## config.mk

```make
export PLATFORM = sky130hd
export DESIGN_NAME = cr_logic_station_flat
export DESIGN_NICKNAME = d
export VERILOG_FILES = /design/src/rtl/cr_logic_station_if.sv /design/src/rtl/cr_logic_station.sv /design/src/flat_wrapper.sv
export SDC_FILE = /design/constraint.sdc
export NUM_CORES = 1
export LEC_CHECK = 0
export BUFFER_PORTS_ARGS = -buffer_cell sky130_fd_sc_hd__buf_2
export CORE_MARGIN = 2
export CORE_UTILIZATION = 43
export CTS_BUF_LIST = sky130_fd_sc_hd__clkbuf_16
export CTS_CLUSTER_SIZE = 16
export DETAILED_ROUTE_END_ITERATION = 12
export GPL_TIMING_DRIVEN = 1
export PLACE_DENSITY_LB_ADDON = 0.05
export SYNTH_ARGS = -nofsm -noshare
export SYNTH_HDL_FRONTEND = slang
export SYNTH_SLANG_ARGS = --single-unit
```

## constraint.sdc

```tcl
create_clock -name clk -period 2.85 [get_ports clk]
set_input_delay 0.4275 -clock clk [delete_from_list [all_inputs] [get_ports clk]]
set_output_delay 0.4275 -clock clk [all_outputs]
set_load 0.01 [all_outputs]
```

## src/rtl/cr_logic_station_if.sv

```systemverilog
// Dispatch, CR result-bus snoop and result handshake for the CR-logical station.
// The master side is the dispatcher, the CR broadcast bus and the writeback consumer.
// The slave side is the reservation station.
interface cr_logic_station_if #(
  parameter int RS_ID_WIDTH = 5
);
  // dispatch port
  logic                   in_valid;
  logic                   in_ready;
  logic [RS_ID_WIDTH-1:0] alloc_rs_id;
  logic [3:0]             in_op;
  logic [4:0]             in_ba;
  logic [4:0]             in_bb;
  logic [4:0]             in_bt;
  logic [2:0]             in_src_valid;
  logic [3:0]             in_src_value [3];
  logic [RS_ID_WIDTH-1:0] in_src_rs_id [3];

  // per-field CR result broadcast
  logic [7:0]             cdb_enable;
  logic [31:0]            cdb_value;
  logic [RS_ID_WIDTH-1:0] cdb_rs_id [8];

  // result port
  logic                   res_valid;
  logic                   res_ready;
  logic [2:0]             res_field;
  logic [3:0]             res_value;
  logic [RS_ID_WIDTH-1:0] res_rs_id;

  modport master (
    output in_valid, in_op, in_ba, in_bb, in_bt, in_src_valid, in_src_value, in_src_rs_id,
    output cdb_enable, cdb_value, cdb_rs_id,
    output res_ready,
    input  in_ready, alloc_rs_id,
    input  res_valid, res_field, res_value, res_rs_id
  );

  modport slave (
    input  in_valid, in_op, in_ba, in_bb, in_bt, in_src_valid, in_src_value, in_src_rs_id,
    input  cdb_enable, cdb_value, cdb_rs_id,
    input  res_ready,
    output in_ready, alloc_rs_id,
    output res_valid, res_field, res_value, res_rs_id
  );
endinterface

```

## src/rtl/cr_logic_station.sv

```systemverilog
// Reservation station plus execute stage for the CR-logical ops.
// Entries wait for three 4-bit CR-field operands (BA field, BB field, old BT field),
// wake up by snooping the per-field CR result bus, and the lowest ready entry issues
// into a single registered result slot. CR bit numbers use big-endian numbering:
// bits [4:2] select the field, bits [1:0] the bit within the field (0 = MSB).
module cr_logic_station #(
  parameter int RS_ID_WIDTH = 5,
  parameter int DEPTH       = 4,
  parameter int RS_ID_BASE  = 8
) (
  input logic            clk,
  input logic            rst,
  cr_logic_station_if.slave bus
);

  localparam int IDX_W = (DEPTH > 1) ? $clog2(DEPTH) : 1;

  typedef logic [RS_ID_WIDTH-1:0] tag_t;

  // entry storage; operand index 0 = BA field, 1 = BB field, 2 = old BT field
  logic [DEPTH-1:0] ent_valid;
  logic [3:0]       ent_op  [DEPTH];
  logic [4:0]       ent_bit [DEPTH][3];
  logic [2:0]       ent_opv [DEPTH];
  logic [3:0]       ent_val [DEPTH][3];
  tag_t             ent_tag [DEPTH][3];

  // result register
  logic       res_valid_q;
  logic [2:0] res_field_q;
  logic [3:0] res_value_q;
  tag_t       res_rs_id_q;

  logic [IDX_W-1:0] alloc_idx;
  logic [IDX_W-1:0] iss_idx;
  logic             alloc_ok;
  logic             iss_ok;
  logic             issue;
  logic             dispatch;
  logic [2:0]       snoop_hit [DEPTH];
  logic [4:0]       disp_bit  [3];
  logic [2:0]       disp_hit;
  logic             a_bit;
  logic             b_bit;
  logic             r_bit;
  logic [3:0]       new_val;

  // pick the lowest free entry for allocation and the lowest fully-woken entry for issue
  always_comb begin
    alloc_ok  = 1'b0;
    alloc_idx = '0;
    iss_ok    = 1'b0;
    iss_idx   = '0;
    for (int i = DEPTH - 1; i >= 0; i--) begin
      if (!ent_valid[i]) begin
        alloc_ok  = 1'b1;
        alloc_idx = IDX_W'(i);
      end
      if (ent_valid[i] && (&ent_opv[i])) begin
        iss_ok  = 1'b1;
        iss_idx = IDX_W'(i);
      end
    end
  end

  // tag matches against the broadcast bus, both for stored entries and for the op being dispatched
  always_comb begin
    disp_bit[0] = bus.in_ba;
    disp_bit[1] = bus.in_bb;
    disp_bit[2] = bus.in_bt;
    for (int k = 0; k < 3; k++) begin
      disp_hit[k] = !bus.in_src_valid[k] && bus.cdb_enable[disp_bit[k][4:2]] &&
                    (bus.cdb_rs_id[disp_bit[k][4:2]] == bus.in_src_rs_id[k]);
    end
    for (int i = 0; i < DEPTH; i++) begin
      for (int k = 0; k < 3; k++) begin
        snoop_hit[i][k] = ent_valid[i] && !ent_opv[i][k] && bus.cdb_enable[ent_bit[i][k][4:2]] &&
                          (bus.cdb_rs_id[ent_bit[i][k][4:2]] == ent_tag[i][k]);
      end
    end
  end

  // evaluate the truth table for the issuing entry and splice the bit into the old BT field
  always_comb begin
    a_bit   = ent_val[iss_idx][0][~ent_bit[iss_idx][0][1:0]];
    b_bit   = ent_val[iss_idx][1][~ent_bit[iss_idx][1][1:0]];
    r_bit   = ent_op[iss_idx][{a_bit, b_bit}];
    new_val = ent_val[iss_idx][2];
    new_val[~ent_bit[iss_idx][2][1:0]] = r_bit;
  end

  assign issue    = iss_ok && (!res_valid_q || bus.res_ready);
  assign dispatch = bus.in_valid && alloc_ok;

  assign bus.in_ready    = alloc_ok;
  assign bus.alloc_rs_id = alloc_ok ? tag_t'(RS_ID_BASE) + tag_t'(alloc_idx) : tag_t'(RS_ID_BASE);
  assign bus.res_valid   = res_valid_q;
  assign bus.res_field   = res_field_q;
  assign bus.res_value   = res_value_q;
  assign bus.res_rs_id   = res_rs_id_q;

  // entry lifecycle (snoop, free on issue, fill on dispatch) and the output register
  always_ff @(posedge clk) begin
    if (rst) begin
      ent_valid   <= '0;
      res_valid_q <= 1'b0;
      res_field_q <= '0;
      res_value_q <= '0;
      res_rs_id_q <= '0;
    end else begin
      for (int i = 0; i < DEPTH; i++) begin
        for (int k = 0; k < 3; k++) begin
          if (snoop_hit[i][k]) begin
            ent_opv[i][k] <= 1'b1;
            ent_val[i][k] <= bus.cdb_value[{ent_bit[i][k][4:2], 2'b00} +: 4];
          end
        end
      end

      if (issue) begin
        ent_valid[iss_idx] <= 1'b0;
      end

      if (dispatch) begin
        ent_valid[alloc_idx] <= 1'b1;
        ent_op[alloc_idx]    <= bus.in_op;
        for (int k = 0; k < 3; k++) begin
          ent_bit[alloc_idx][k] <= disp_bit[k];
          ent_tag[alloc_idx][k] <= bus.in_src_rs_id[k];
          if (bus.in_src_valid[k]) begin
            ent_opv[alloc_idx][k] <= 1'b1;
            ent_val[alloc_idx][k] <= bus.in_src_value[k];
          end else if (disp_hit[k]) begin
            ent_opv[alloc_idx][k] <= 1'b1;
            ent_val[alloc_idx][k] <= bus.cdb_value[{disp_bit[k][4:2], 2'b00} +: 4];
          end else begin
            ent_opv[alloc_idx][k] <= 1'b0;
            ent_val[alloc_idx][k] <= '0;
          end
        end
      end

      if (issue) begin
        res_valid_q <= 1'b1;
        res_field_q <= ent_bit[iss_idx][2][4:2];
        res_value_q <= new_val;
        res_rs_id_q <= tag_t'(RS_ID_BASE) + tag_t'(iss_idx);
      end else if (bus.res_ready) begin
        res_valid_q <= 1'b0;
      end
    end
  end

endmodule

```

## src/flat_wrapper.sv

```systemverilog
// flat-port wrapper written by rule: the top's interface ports become plain ports
module cr_logic_station_flat 
#(
  parameter int RS_ID_WIDTH = 5,
  parameter int DEPTH       = 4,
  parameter int RS_ID_BASE  = 8
)
  (clk, rst, bus_in_valid, bus_in_op, bus_in_ba, bus_in_bb, bus_in_bt, bus_in_src_valid, bus_in_src_value, bus_in_src_rs_id, bus_cdb_enable, bus_cdb_value, bus_cdb_rs_id, bus_res_ready, bus_in_ready, bus_alloc_rs_id, bus_res_valid, bus_res_field, bus_res_value, bus_res_rs_id);
  cr_logic_station_if #(.RS_ID_WIDTH(RS_ID_WIDTH)) bus_i ();
  input logic clk;
  input logic rst;
  input wire logic [$bits(bus_i.in_valid)-1:0] bus_in_valid;
  input wire logic [$bits(bus_i.in_op)-1:0] bus_in_op;
  input wire logic [$bits(bus_i.in_ba)-1:0] bus_in_ba;
  input wire logic [$bits(bus_i.in_bb)-1:0] bus_in_bb;
  input wire logic [$bits(bus_i.in_bt)-1:0] bus_in_bt;
  input wire logic [$bits(bus_i.in_src_valid)-1:0] bus_in_src_valid;
  input wire logic [$bits(bus_i.in_src_value)-1:0] bus_in_src_value;
  input wire logic [$bits(bus_i.in_src_rs_id)-1:0] bus_in_src_rs_id;
  input wire logic [$bits(bus_i.cdb_enable)-1:0] bus_cdb_enable;
  input wire logic [$bits(bus_i.cdb_value)-1:0] bus_cdb_value;
  input wire logic [$bits(bus_i.cdb_rs_id)-1:0] bus_cdb_rs_id;
  input wire logic [$bits(bus_i.res_ready)-1:0] bus_res_ready;
  output wire logic [$bits(bus_i.in_ready)-1:0] bus_in_ready;
  output wire logic [$bits(bus_i.alloc_rs_id)-1:0] bus_alloc_rs_id;
  output wire logic [$bits(bus_i.res_valid)-1:0] bus_res_valid;
  output wire logic [$bits(bus_i.res_field)-1:0] bus_res_field;
  output wire logic [$bits(bus_i.res_value)-1:0] bus_res_value;
  output wire logic [$bits(bus_i.res_rs_id)-1:0] bus_res_rs_id;
  assign bus_i.in_valid = bus_in_valid;
  assign bus_i.in_op = bus_in_op;
  assign bus_i.in_ba = bus_in_ba;
  assign bus_i.in_bb = bus_in_bb;
  assign bus_i.in_bt = bus_in_bt;
  assign bus_i.in_src_valid = bus_in_src_valid;
  assign bus_i.in_src_value = {>>{bus_in_src_value}};
  assign bus_i.in_src_rs_id = {>>{bus_in_src_rs_id}};
  assign bus_i.cdb_enable = bus_cdb_enable;
  assign bus_i.cdb_value = bus_cdb_value;
  assign bus_i.cdb_rs_id = {>>{bus_cdb_rs_id}};
  assign bus_i.res_ready = bus_res_ready;
  assign bus_in_ready = bus_i.in_ready;
  assign bus_alloc_rs_id = bus_i.alloc_rs_id;
  assign bus_res_valid = bus_i.res_valid;
  assign bus_res_field = bus_i.res_field;
  assign bus_res_value = bus_i.res_value;
  assign bus_res_rs_id = bus_i.res_rs_id;
  cr_logic_station #(.RS_ID_WIDTH(RS_ID_WIDTH), .DEPTH(DEPTH), .RS_ID_BASE(RS_ID_BASE)) u_core (.clk(clk), .rst(rst), .bus(bus_i));
endmodule
```

==> Yosys cells after proc, flatten, opt, wreduce, memory -nomap -nowiden <==
Memories as Yosys holds them, arrays and structs flattened.
Index checks and enable logic that the tools add are counted.
{ "totals": {"input_bits": 133, "register_bits": 17, "wordCells": 390, "mem_bits_rw": 196, "memories": 5} }
{ "op_classes": {"bitwise_logic": 33, "shift": 15, "eq_ne": 15, "n_addsub": 2, "n_reduce_logical": 73, "order_cmp": 39, "mux": 203} }
{ "memory_table": {"columns": ["memory", "words", "width", "read_ports", "rd_clocked_by_memory_dff", "wr", "line_no", "text"], "rows": [
  ["u_core.ent_bit", 4, 15, 5, 0, 1, "cr_logic_station.sv:23", "logic [4:0] ent_bit [DEPTH][3];"],
  ["u_core.ent_tag", 4, 15, 4, 0, 1, "cr_logic_station.sv:26", "tag_t ent_tag [DEPTH][3];"],
  ["u_core.ent_val", 4, 12, 1, 0, 5, "cr_logic_station.sv:25", "logic [3:0] ent_val [DEPTH][3];"],
  ["u_core.ent_op", 4, 4, 1, 0, 1, "cr_logic_station.sv:22", "logic [3:0] ent_op [DEPTH];"],
  ["u_core.ent_opv", 4, 3, 4, 0, 5, "cr_logic_station.sv:24", "logic [2:0] ent_opv [DEPTH];"]
]} }
{ "ops": {"columns": ["operator", "n"], "rows": [
  ["$shiftx 32x6->4", 15],
  ["$bmux 5 s3", 15],
  ["$mux 5", 31],
  ["$mux 1", 118],
  ["$eq 5x5->1", 15],
  ["$ge 4x4->1 const B", 15],
  ["$lt 3x4->1 const B", 15],
  ["$not 3->4", 15],
  ["$logic_and 1x1->1", 51],
  ["$bmux 1 s3", 15],
  ["$mux 4", 9],
  ["$lt 2x3->1 const B", 6],
  ["$logic_not 1->1", 16],
  ["$mux 2", 8],
  ["$or 1x1->1", 12],
  ["$reduce_and 3->1", 4],
  ["$add 4x2->5 const A", 2],
  ["$bmux 1 s2", 3],
  ["$demux 1 s2", 3],
  ["$ge 2x1->1 const B", 3],
  ["$not 2->2", 3],
  ["$and 4x4->4", 1],
  ["$bwmux 4", 1],
  ["$not 4->4", 1],
  ["other kinds (3)", 3]
]} }

==> Depth between registers and ports, before layout <==
An unclocked memory read counts as a cell.
{ "depth": {"ltp_word": 17, "ltp_mapped": 10, "mapped_depth_nobuf": 9} }

==> Least setup slack after synthesis <==
OpenSTA, ideal clock, no wires.
{ "synth_timing": {"path_kind": "input to register", "startpoint": "input port bus_in_ba[3]", "endpoint": "memory u_core.ent_val[2][11] (netlist bit) (data pin)", "t_arrival_ns": 2.487, "path_slack_ns": 0.042, "path_stages": 10, "cell_sequence": "clkbuf_1 > mux4_2 > mux2i_1 > xor2_1 > nand4_1 > or4_4 > nor2_4 > nand2_1 > o211ai_2 > a21oi_1"} }
{ "synth_lines": {"columns": ["element", "line_no", "text"], "rows": [
  ["from (decl)", "flat_wrapper.sv:14", "input wire logic [$bits(bus_i.in_ba)-1:0] bus_in_ba;"],
  ["to (decl)", "cr_logic_station.sv:25", null]
]} }

==> summary.txt <==
Run status
  – Outcome: complete, no violations

Timing
  – Max Clock Skew: 0.0225 ns
  – Unrepaired setup endpoints after global routing: yes
  – Final period util: 95.4%
  – Max Transition Viols Final: 0
  – Worst Hold Slack: 0.101 ns
  – Minimum clock period: 2.72 ns
  – # setup viols final: 0
  – Worst Max-Slew Pin Slew: 0.655 ns
  – Final worst slack: 0.131 ns
  – F_max: 368 MHz
  – Slew headroom: 56.4%
  – Final Hold Viols: 0

Yosys
  – Cell with the most instances after synthesis: mux4_2
  – Cell accounting for the most synthesized area: mux4_2
  – Compound-cell area share of the yosys netlist: 7.59%
  – EDFF count, synth: 184
  – Mapped Area: 17900 sq um
  – Area share of the largest cell type after synthesis: 37.7%
  – Yosys reg bits: 211
  – Synth Area in XOR/XNOR: 3.66%
  – Synthesized instance count: 1284
  – Most frequent cells after synthesis: mux4_2 (300), edfxtp_1 (184), clkbuf_1 (143), mux2i_1 (109), xor2_1 (60)
  – Largest family of logic cells by synthesized area: multiplexers
  – Post-Synth Adder-Cell Area: 0%
  – Post-synthesis sequential area ratio: 33.8%
  – FFs w/ async S/R, synth: 0%
  – Synth area leaders: mux4_2 (38%), edfxtp_1 (31%), mux2i_1 (6.1%)
  – Simple-Gate Fraction of Synth Area: 5.32%
  – Post-synthesis area per instance: 14.0 sq um
  – Distinct cells, synth: 50
  – Ys Warns: 0
  – Top FF cell, synth: edfxtp_1
  – Mux cell area share after synthesis: 44.9%

Placed design
  – Port Buffers: 146
  – Placer Congestion: 0.877
  – DP Cell Count: 1980
  – Pre-CTS worst setup slack: -0.429 ns
  – Placed wire-length estimate: 48.7 mm

Worst setup path
  – Top Family by Delay on Critical Path: multiplexers
  – Critical-path top delay cell: edfxtp_1
  – Buffers and inverters on the worst path: 2
  – CP Data Required Time: 3.11 ns
  – Reg2Reg Depth: 7
  – Crit-path most repeated cell: buf_4
  – Worst setup EP type: flip-flop
  – Arrival @ worst endpoint: 2.98 ns
  – Setup crit start kind: flip-flop
  – Worst path depth: 7
  – Critical path peak fanout: 6
  – Delay of the slowest critical-path stage: 0.55 ns
  – Crit Path Class: reg2reg
  – Cells along the critical path: buf_4 > mux4_2 > mux2i_1 > xor2_1 > nand4_1 > o21ai_1 > buf_4

Power and ir drop
  – Clk pwr share: 38.2%
  – Comb pwr share: 23.9%
  – Maximum vdd drop: 0.441 mV
  – Switching portion of total power: 28.0%
  – Power Density: 454 nW/um^2
  – Sw power: 2690 uW
  – Seq pwr share: 37.9%
  – Leakage: 0.00765 uW
  – Pint: 6910 uW

Route
  – Max Used Layer: met4
  – DRT antenna net count: 0
  – Post-DR wirelength/cell: 32.0 microns
  – Via-to-Cell Ratio: 6.75
  – Met3 wire len: 4.54 mm
  – First-pass DRT Iterations: 7
  – Residual DRC count: 0
  – DRT Wirelength: 64.9 mm
  – DR WL met2: 33.0 mm
  – WL met1: 25.2 mm
  – Vias: 13700
  – Initial DRC count: 1403

CTS
  – # H-tree levels: 1
  – Clk root buf: clkbuf_16
  – Total clock sinks: 211
  – Clock slew at reported path FFs: 0.06 ns
  – CTS tree: yes
  – Clock latency on the worst-skew pair: 0.56 ns
  – CTS buffer count: 27
  – CTS max path bufs: 3

GRT
  – Total track usage: 29.9%
  – Initial antenna violation count: 0
  – Vias in the first global route: 13800
  – First-pass GRT wire length: 95.7 mm
  – Grt total ovfl: 0
  – Largest net degree at the start of global routing: 39

Final layout
  – Final core occ: 51.5%
  – Final Instance Count excl. Fillers: 2029
  – Nets: 1610
  – Area growth, synth to finish: 17.9%
  – Ant diodes: 0
  – # fillers: 3554
  – Share of layout cells above drive strength 1: 49.5%

Floorplanning
  – Core Region: 41000 sq um
  – DIE AREA: 43300 sq um
  – IO Pins: 152
  – Die W: 208 microns
  – Row count: 74
  – Starting Density: 43.7%
  – Die Span Y: 208 microns

Flow run
  – MaxCap Viol Count: 0

Min path
  – Worst Hold Path Cells: 1
  – Min-delay worst type: in2reg
-- metal layers --
metal	GRT usage [%]	up-vias
li1	-	5717
met1	39.2	7104
met2	51.9	765
met3	3.67	110
met4	9.48	0
met5	0	-
-- cells in the final DEF, fill, tap and decap left out, drive strengths merged, types with 21 or more instances in the layout --
cell,Yosys,routed
nand2,56,56
mux4,300,300
clkbuf,143,30
buf,46,348
edfxtp,184,184
nand4,21,21
o21ai,45,45
mux2i,109,109
a211oi,34,34
nor2,26,26
xor2,60,60
dfxtp,27,27
a21oi,53,53
nor2b,30,30
-- logic make-up after synthesis --
| group | Yosys count |
|---|---|
| other | 2 |
| buffers and inverters | 198 |
| multiplexers | 427 |
| flip-flops | 211 |
| AO/OA/AOI/OAI | 198 |
| XOR/XNOR | 75 |
| AND/OR/NAND/NOR | 173 |
-- path summary, 6_finish.rpt --
check / from / to / slack (ns)
worst min-delay path: bus_in_bt[0] / u_core.ent_bit[1][0]$_DFFE_PP_ / 0.10
worst min register to register: u_core.bus.res_rs_id[3]$_SDFFE_PP0P_ / u_core.bus.res_rs_id[3]$_SDFFE_PP0P_ / 0.45
worst max-delay path: u_core.ent_bit[1][2]$_DFFE_PP_ / u_core.ent_val[1][0]$_DFFE_PP_ / 0.13
worst max register to register: u_core.ent_bit[1][2]$_DFFE_PP_ / u_core.ent_val[1][0]$_DFFE_PP_ / 0.13
-- timing repair --
item	in CTS	in global routing
gates resized for setup	3	10
buffers inserted	0	0
pin swaps	0	1
endpoints found under the hold margin	0	0
setup endpoints to repair	4	19
hold buffers	0	0
gates cloned	0	0
-- cell type report --
type	instances	area, sq um	area share (%)
Sequential cell	211	6070	28.7
Clock inverter	21	240	1.14
Timing Repair Buffer	350	2350	11.1
Inverter	9	33.8	0.160
Clock buffer	28	701	3.31
Tap cell	532	666	3.15
Multi-Input combinational cell	878	11100	52.4
-- metrics by stage --
stage | area, sq um | power (uW) | TNS [ns]
3_3_place_gp | 20100 | 5920 | -18.59
4_1_cts | 21100 | 9600 | 0
3_5_place_dp | 20100 | 5940 | -20.21
6_report | 21100 | 9600 | 0
5_1_grt | 21100 | 9920 | 0
2_1_floorplan | 17900 | 5020 | 0
-- state kept, by name (all words and copies together), names as in the netlist, 4 cells and up --
register              flops
u_core.ent_tag           60
u_core.ent_op            16
u_core.ent_valid          4
u_core.ent_bit           60
u_core.bus.res_value      4
u_core.ent_val           48
u_core.ent_opv           12
-- power by group through the flow --
stage	combinational [uW]	clock (uW)	sequential [uW]
6_report	2300	3670	3640
5_1_grt	2430	3840	3650
4_1_cts	2250	3710	3640
3_5_place_dp	2240	0	3700
3_3_place_gp	2230	0	3700
2_1_floorplan	1370	0	3650
Power figures use the tool's default switching activity.
